$ cat config.mk
export PLATFORM = sky130hd
export DESIGN_NAME = retire_trace_buffer
export DESIGN_NICKNAME = d
export VERILOG_FILES = /design/src/rtl/retire_trace_pkg.sv /design/src/rtl/retire_trace_fifo.sv /design/src/rtl/retire_trace_buffer.sv
export SDC_FILE = /design/constraint.sdc
export NUM_CORES = 2
export LEC_CHECK = 0
export ABC_CLOCK_PERIOD_IN_PS = 9750
export CAP_MARGIN = 15
export CORE_MARGIN = 1
export CORE_UTILIZATION = 45
export DETAILED_ROUTE_END_ITERATION = 12
export SLEW_MARGIN = 10
export SYNTH_ARGS = -nofsm -noshare
export SYNTH_HDL_FRONTEND = slang
export SYNTH_HIERARCHICAL = 1
export SYNTH_SLANG_ARGS = --single-unit
$ cat constraint.sdc
create_clock -name clock -period 9.75 [get_ports clock]
set_clock_uncertainty 0.15 [all_clocks]
set_input_delay 1.4625 -clock clock [delete_from_list [all_inputs] [get_ports clock]]
set_output_delay 1.4625 -clock clock [all_outputs]
set_load 0.02 [all_outputs]
$ cat src/rtl/retire_trace_pkg.sv
// ---------------------------------------------------------------------------
// retire_trace_pkg
// Shared types and field widths for the retirement trace capture path.
//   retire_rec_t : one packed retirement record as seen by the trace consumer.
//   REC_W        : total record width in bits.
// The record layout is identical whether or not RETIRE_TRACE_TIMESTAMP_EN is
// defined; with the macro undefined the cycle field is simply always zero.
// ---------------------------------------------------------------------------
package retire_trace_pkg;

  localparam int XLEN   = 32;
  localparam int REG_W  = 5;
  localparam int PRIV_W = 3;
  localparam int SEQ_W  = 32;
  localparam int CYC_W  = 32;

  typedef struct packed {
    logic [SEQ_W-1:0]  seq;     // retirement sequence number, counts drops too
    logic              gap;     // one or more records were dropped before this one
    logic              excpt;
    logic [PRIV_W-1:0] priv;
    logic [XLEN-1:0]   hartid;
    logic [XLEN-1:0]   pc;
    logic [XLEN-1:0]   inst;
    logic [REG_W-1:0]  wrdst;
    logic [XLEN-1:0]   wrdata;
    logic              wrenx;
    logic              wrenf;
    logic [CYC_W-1:0]  cycle;   // timestamp of the push cycle, or 0
  } retire_rec_t;

  localparam int REC_W = $bits(retire_rec_t);

endpackage

$ cat src/rtl/retire_trace_fifo.sv
// ---------------------------------------------------------------------------
// retire_trace_fifo
// Synchronous DEPTH x retire_rec_t FIFO. Pointers carry one extra wrap bit so
// occupancy is simply wr_ptr - rd_ptr.
// Ports:
//   clock, reset      : rising-edge clock, synchronous active-high reset
//   i_push, i_data    : write i_data at the tail (caller guarantees room,
//                       a push on a full FIFO is legal only with i_pop)
//   i_pop             : advance the head (caller guarantees !o_empty)
//   o_data            : head record, forced to 0 while empty
//   o_full, o_empty   : occupancy flags
//   o_level           : occupancy, 0..DEPTH
// ---------------------------------------------------------------------------
module retire_trace_fifo
  import retire_trace_pkg::*;
#(
  parameter int DEPTH = 16
) (
  input  logic                     clock,
  input  logic                     reset,
  input  logic                     i_push,
  input  retire_rec_t              i_data,
  input  logic                     i_pop,
  output retire_rec_t              o_data,
  output logic                     o_full,
  output logic                     o_empty,
  output logic [$clog2(DEPTH):0]   o_level
);

  localparam int AW = $clog2(DEPTH);
  localparam int LW = AW + 1;

  retire_rec_t   r_mem [DEPTH];
  logic [LW-1:0] r_wr_ptr;
  logic [LW-1:0] r_rd_ptr;
  logic [LW-1:0] w_level;

  assign w_level = r_wr_ptr - r_rd_ptr;
  assign o_level = w_level;
  assign o_full  = (w_level == LW'(DEPTH));
  assign o_empty = (w_level == '0);

  always_ff @(posedge clock) begin
    if (reset) begin
      r_wr_ptr <= '0;
      r_rd_ptr <= '0;
    end else begin
      if (i_push) r_wr_ptr <= r_wr_ptr + LW'(1);
      if (i_pop)  r_rd_ptr <= r_rd_ptr + LW'(1);
    end
  end

  // Storage needs no reset: nothing is visible until a pointer moves.
  always_ff @(posedge clock) begin
    if (i_push) r_mem[r_wr_ptr[AW-1:0]] <= i_data;
  end

  // Gated to zero when empty so the output is all-zero straight out of reset.
  assign o_data = o_empty ? '0 : r_mem[r_rd_ptr[AW-1:0]];

endmodule

$ cat src/rtl/retire_trace_buffer.sv
// ---------------------------------------------------------------------------
// retire_trace_buffer
// Captures one record per core retirement into a FIFO that the trace logger
// drains. Each retirement gets a sequence number; overflow drops are counted
// and the next stored record is flagged with gap=1.
// Optional feature macro: RETIRE_TRACE_TIMESTAMP_EN -- when defined, a 32-bit
// free-running cycle counter stamps each record; otherwise cycle is 0.
// Ports:
//   clock, reset          : rising-edge clock, synchronous active-high reset
//   in_valid .. in_wrenf  : retirement trace tap from the core
//   out_valid, out_ready  : head record handshake to the consumer
//   out_rec               : head record
//   drop_count            : saturating count of discarded retirements
//   overflow              : sticky, set on the first drop
//   level                 : FIFO occupancy
// Handshake: a record transfers in any cycle where out_valid && out_ready.
// out_valid depends only on registered state (never on out_ready), and out_rec
// holds steady while out_valid && !out_ready.
// ---------------------------------------------------------------------------
module retire_trace_buffer
  import retire_trace_pkg::*;
#(
  parameter int DEPTH  = 16,
  parameter int DROP_W = 16
) (
  input  logic                   clock,
  input  logic                   reset,
  input  logic                   in_valid,
  input  logic                   in_excpt,
  input  logic [PRIV_W-1:0]      in_priv_mode,
  input  logic [XLEN-1:0]        in_hartid,
  input  logic [XLEN-1:0]        in_pc,
  input  logic [XLEN-1:0]        in_inst,
  input  logic [REG_W-1:0]       in_wrdst,
  input  logic [XLEN-1:0]        in_wrdata,
  input  logic                   in_wrenx,
  input  logic                   in_wrenf,
  output logic                   out_valid,
  input  logic                   out_ready,
  output retire_rec_t            out_rec,
  output logic [DROP_W-1:0]      drop_count,
  output logic                   overflow,
  output logic [$clog2(DEPTH):0] level
);

  logic [SEQ_W-1:0]  r_seq;
  logic [DROP_W-1:0] r_drop_count;
  logic              r_overflow;
  logic              r_gap_pending;

  logic              w_full;
  logic              w_empty;
  logic              w_pop;
  logic              w_push;
  logic              w_drop;
  logic              w_wb_live;
  logic [CYC_W-1:0]  w_cycle;
  retire_rec_t       w_rec;

  // A full FIFO still accepts when the head leaves in the same cycle.
  assign w_pop  = !w_empty && out_ready;
  assign w_push = in_valid && (!w_full || w_pop);
  assign w_drop = in_valid && !w_push;

  // Writeback fields only mean something for a real, non-trapping write.
  assign w_wb_live = !in_excpt && (in_wrenx || in_wrenf);

  always_comb begin
    w_rec        = '0;
    w_rec.seq    = r_seq;
    w_rec.gap    = r_gap_pending;
    w_rec.excpt  = in_excpt;
    w_rec.priv   = in_priv_mode;
    w_rec.hartid = in_hartid;
    w_rec.pc     = in_pc;
    w_rec.inst   = in_inst;
    w_rec.wrenx  = in_wrenx && !in_excpt;
    w_rec.wrenf  = in_wrenf && !in_excpt;
    w_rec.wrdst  = w_wb_live ? in_wrdst  : '0;
    w_rec.wrdata = w_wb_live ? in_wrdata : '0;
    w_rec.cycle  = w_cycle;
  end

`ifdef RETIRE_TRACE_TIMESTAMP_EN
  logic [CYC_W-1:0] r_cycle;

  always_ff @(posedge clock) begin
    if (reset) r_cycle <= '0;
    else       r_cycle <= r_cycle + CYC_W'(1);
  end

  assign w_cycle = r_cycle;
`else
  assign w_cycle = '0;
`endif

  always_ff @(posedge clock) begin
    if (reset) begin
      r_seq         <= '0;
      r_drop_count  <= '0;
      r_overflow    <= 1'b0;
      r_gap_pending <= 1'b0;
    end else begin
      // Sequence numbers advance on drops too, so the consumer sees the hole.
      if (in_valid) r_seq <= r_seq + SEQ_W'(1);
      if (w_drop) begin
        if (r_drop_count != '1) r_drop_count <= r_drop_count + DROP_W'(1);
        r_overflow    <= 1'b1;
        r_gap_pending <= 1'b1;
      end else if (w_push) begin
        r_gap_pending <= 1'b0;
      end
    end
  end

  retire_trace_fifo #(
    .DEPTH (DEPTH)
  ) u_fifo (
    .clock   (clock),
    .reset   (reset),
    .i_push  (w_push),
    .i_data  (w_rec),
    .i_pop   (w_pop),
    .o_data  (out_rec),
    .o_full  (w_full),
    .o_empty (w_empty),
    .o_level (level)
  );

  assign out_valid  = !w_empty;
  assign drop_count = r_drop_count;
  assign overflow   = r_overflow;

endmodule
==> results by stage <==
Outcome:
- The run finished with clean final reports.

CTS:
- The H-tree was split into 5 levels.
- The clock drives ~3300 sinks.
- CTS placed an instance of sky130_fd_sc_hd__clkbuf_16 at the clock tree root.
- Buffers added to address setup during post-CTS repair amount to 0.
- The number of clock buffers added by TritonCTS is 351.
- The clock insertion delay at the later pin of the skew report is a little under 900 ps.
- The clock transition time at the flip-flop clock pins of the worst setup and hold paths is about 70 ps.
- Gates resized during post-CTS repair numbered 0.
- TritonCTS built the clock tree.
- The worst-case clock buffer depth is 4.
- The number of buffers inserted by hold repair at cts is 0.

Route:
- In the routed design, unresolved DRC markers number 0.
- The first detailed-routing pass took 5 iterations.
- The ratio of routed vias to standard cells is 5.768.
- The number of nets with antenna violations after routing is 0.
- The detailed-route via count is a little over 60000.
- Summed over all layers, the routed wires come to between 300 and 400 mm.
- The detailed router's first-iteration violation count is just under 6000.
- The final routed wire length divided by cell count is 29.37 microns.

Place:
- The wire-length estimate of the detail-placed layout is roughly 150 mm.
- The number of I/O port buffers is ~370.
- The weighted congestion reported at the end of routability-driven placement is between 0.7 and 0.8.

Floorplan:
- The starting utilization of the core area is 45.34%.
- The floorplan has roughly 190 rows.
- The number of top-level design ports is between 300 and 400.
- The die is 530.5 microns tall.
- In this run the standard cell core region covers around 0.28 sq mm.
- In this run the horizontal extent of the chip is between 500 and 600 microns.
- The full die area is around 0.28 sq mm.

Synth:
- The sequential share of the synthesized area is about four fifths.
- The total standard cell area after synthesis is between 0.1 and 0.15 sq mm.
- Summing the areas of all xor and xnor instances in the mapped netlist gives less than 1% of the synthesized area.
- The synthesized area per cell is ~23 sq um.
- The total number of yosys warnings is 6.
- Of the post-synthesis cell area, the part taken by muxes is 15.03%.
- Summing the areas of all fa, ha and maj instances in the mapped netlist gives 0.1254% of the synthesized area.
- The async set-or-reset flop fraction in the synthesized netlist is 0%.
- The synthesized netlist devotes under 10% of its cell area to simple gates.
- The number of distinct library cell variants in the gate-level netlist after synthesis is 52.
- The largest family of logic cells by synthesized area is multiplexers.
- Summing the areas of all compound-gate instances in the mapped netlist gives under 10% of the synthesized area.
- The synthesized design contains roughly 3300 enable-type register cells.
- In the synthesized netlist, the number of instances is approximately 5500.
- In the synthesized netlist the dominant register cell turns out to be sky130_fd_sc_hd__edfxtp_1.
- Synthesis inferred 3328 register bits.

GRT:
- Global routing consumed, over all layers together, 21.80% of the routing resources.
- The number of antenna violations at the first check in global routing is 22.
- Entering global routing, the biggest net connects ~150 pins.
- The global route total overflow is 0.
- The via count of the first global-routing pass is 62400.
- The first-pass GRT wire length is 440.1 mm.

Timing:
- Setup violations remaining at the end of the flow were counted as 0.
- Summed over all failing endpoints, the final setup total negative slack is 0 ps.
- The count of endpoints failing hold in the final timing report was 0.
- Static timing analysis puts the maximum clock frequency at around 0.14 GHz.
- Setup repair after global routing left no endpoint under its margin.
- The clock period minus worst slack is between 7000 and 8000 ps.
- After layout, the worst path uses 73.46% of the clock period.
- The number of slew-limit violations in the final report is 0.
- The worst slew margin relative to its limit is 17.94%.
- For the pin with the worst max-slew slack, the measured transition is 1231 ps.

Layout:
- Relative to the synthesized area, the layout overhead comes to 16.45%.
- The net count of the finished layout is 6648.
- The library cell used most frequently in the layout, excluding fill and tap cells, is sky130_fd_sc_hd__edfxtp_1.
- The top cell types in the final layout, fill and taps aside, are sky130_fd_sc_hd__edfxtp_1 (3264), sky130_fd_sc_hd__mux4_2 (800), sky130_fd_sc_hd__conb_1 (512), sky130_fd_sc_hd__clkdlybuf4s50_1 (368), sky130_fd_sc_hd__clkbuf_16 (361).
- The layout filler cell count is between 20000 and 25000.
- Cells fill 52.80% of the core in the end.
- The layout cell share with drive strength beyond 1 is 20.84%.

Setup path:
- The worst setup path category is reg2out.
- In this run the worst setup path begins at u_fifo/r_wr_ptr[0].
- The largest fanout on the critical path is 55.
- The critical path data required time is ~8000 ps.
- The worst reg-to-reg path cell count is 13.
- For flop-to-flop paths, the worst setup slack is roughly 4000 ps.
- In this run the worst setup path terminates at out_rec[195].
- STA classifies the critical path endpoint as an output pin.
- The launching point of the worst reg2reg path is u_fifo/r_wr_ptr[0].
- The startpoint type of the worst setup path is a flop.
- The arrival time at the worst endpoint is roughly 5600 ps.
- The destination of the worst register-to-register timing path is u_fifo/r_mem[14][138].

Pwr:
- The maximum VDD drop is 0.3146 mV.
- The leakage power is approximately 45 nW.
- Dividing total power by cell area gives a power density of between 200 and 300 mW/mm^2.

Job:
- Across the run, the number of max-cap violations was 0.

Worst hold path:
- The worst hold path belongs to the class reg2reg.
-- cells by family (layout without fill, tap and decap cells) --
logic type,Yosys count,after routing
AOI/OAI and AO/OA,579,579
xor gates and xnor gates,24,24
adders and majority gates,12,12
buffers and inverters,335,1105
DFF,3328,3328
muxes,887,887
other,1,517
and+or+nand+nor,306,306
-- synthesized netlist by cell type, types with 2 or more instances --
cell	n	area (sq um)
sky130_fd_sc_hd__nor3b_1	2	15.01
sky130_fd_sc_hd__or2_2	3	18.77
sky130_fd_sc_hd__o21ai_0	7	35.03
sky130_fd_sc_hd__buf_1	30	112.6
sky130_fd_sc_hd__edfxtp_1	3264	98010
sky130_fd_sc_hd__nand3b_1	3	22.52
sky130_fd_sc_hd__buf_4	30	225.2
sky130_fd_sc_hd__buf_2	134	670.6
sky130_fd_sc_hd__a22oi_1	204	1531
sky130_fd_sc_hd__nand3_1	12	60.06
sky130_fd_sc_hd__and2_1	18	112.6
sky130_fd_sc_hd__o22ai_1	143	894.6
sky130_fd_sc_hd__xnor2_1	14	122.6
sky130_fd_sc_hd__nand4_2	2	25.02
sky130_fd_sc_hd__mux2i_1	80	800.8
sky130_fd_sc_hd__a21oi_1	138	690.7
sky130_fd_sc_hd__or4_1	21	157.7
sky130_fd_sc_hd__clkbuf_1	118	442.9
sky130_fd_sc_hd__nor2b_1	49	306.5
sky130_fd_sc_hd__nand4_1	15	93.84
sky130_fd_sc_hd__a221oi_1	16	140.1
sky130_fd_sc_hd__a21boi_0	3	22.52
sky130_fd_sc_hd__dfxtp_1	64	1281
sky130_fd_sc_hd__buf_6	5	56.30
sky130_fd_sc_hd__and3_1	6	37.54
sky130_fd_sc_hd__inv_1	17	63.81
sky130_fd_sc_hd__mux2_2	7	78.83
sky130_fd_sc_hd__or3_1	7	43.79
sky130_fd_sc_hd__nor4b_1	2	17.52
sky130_fd_sc_hd__nand2_1	24	90.09
sky130_fd_sc_hd__ha_1	11	137.6
sky130_fd_sc_hd__nor4_1	10	62.56
sky130_fd_sc_hd__nor3_1	71	355.3
sky130_fd_sc_hd__and4_1	4	35.03
sky130_fd_sc_hd__nand2b_1	10	62.56
sky130_fd_sc_hd__a211oi_1	45	337.8
sky130_fd_sc_hd__mux4_2	800	18020
sky130_fd_sc_hd__o31ai_1	18	135.1
sky130_fd_sc_hd__xor2_1	10	87.58
sky130_fd_sc_hd__nor2_1	42	157.7
sky130_fd_sc_hd__and3b_1	2	17.52
-- worst min path at each step --
stage | depth (start not counted) | slack [ps] | startpoint | end
2_1_floorplan | 2 | 350 | u_fifo/r_rd_ptr[4] | u_fifo/r_rd_ptr[4]
3_3_place_gp | 2 | 320 | overflow | overflow
3_5_place_dp | 2 | 320 | overflow | overflow
4_1_cts | 2 | 330 | overflow | overflow
5_1_grt | 2 | 350 | overflow | overflow
6_report | 2 | 330 | overflow | overflow
-- power by group --
group	leakage [nW]	switching (mW)	total, mW	internal [mW]
clock network	5.16	5.32	12.4	7.09
registers	29.5	0.170	16.3	16.2
logic	9.90	6.08	10.6	4.55
total	44.6	11.6	39.4	27.8
-- state kept, by name (all words and copies together), names as in the netlist, named ones only --
register / cells
r_gap_pending: 1
u_fifo/r_mem: 3264
u_fifo/r_rd_ptr: 5
u_fifo/r_wr_ptr: 5
drop_count: 16
r_seq: 32
overflow: 1
-- final cells by class --
type,instances,area [sq um],share of cell area (%)
multi-input cells,2320,26850,18.34
well taps,3705,4636,3.167
repair buffers,475,4905,3.351
flip-flops and latches,3328,99310,67.85
clock buffers,455,9447,6.454
inverters,17,63.81,0.04360
clock inverters,158,1144,0.7813
diodes,5,12.51,0.008548
-- metal layers --
layer	track usage (%)	wire length [microns]	vias up
met4	5.244	6827	18
li1	-	-	25070
met3	3.429	19990	465
met5	0	126	-
met1	31.07	130800	32610
met2	35.43	149500	2184
-- worst max-delay path: stages (launching register included) --
cell and delay [ps]:
sky130_fd_sc_hd__dfxtp_1 420, sky130_fd_sc_hd__inv_1 110, sky130_fd_sc_hd__ha_1 220, sky130_fd_sc_hd__inv_1 80
sky130_fd_sc_hd__fa_1 450, sky130_fd_sc_hd__nor3b_1 240, sky130_fd_sc_hd__nand4b_1 210, sky130_fd_sc_hd__a211oi_4 980
sky130_fd_sc_hd__buf_4 840, sky130_fd_sc_hd__a21oi_1 390, sky130_fd_sc_hd__clkdlybuf4s50_1 650
-- per-stage QoR --
step           hold WS [ps]  total power, mW  setup slack (ps)  instance area [sq um]  std cells
6_report              330.6            39.38              2587                 146400      10460
5_1_grt               353.4            40.84              2360                 146400      10460
4_1_cts               333.5            39.88              2547                 146300      10460
3_5_place_dp          316.0            27.45              3535                 135700       9843
3_3_place_gp          318.2            27.43              3552                 135700       9842
2_1_floorplan         348.1            23.05              1274                 127600       5983
Power figures use the tool's default switching activity.
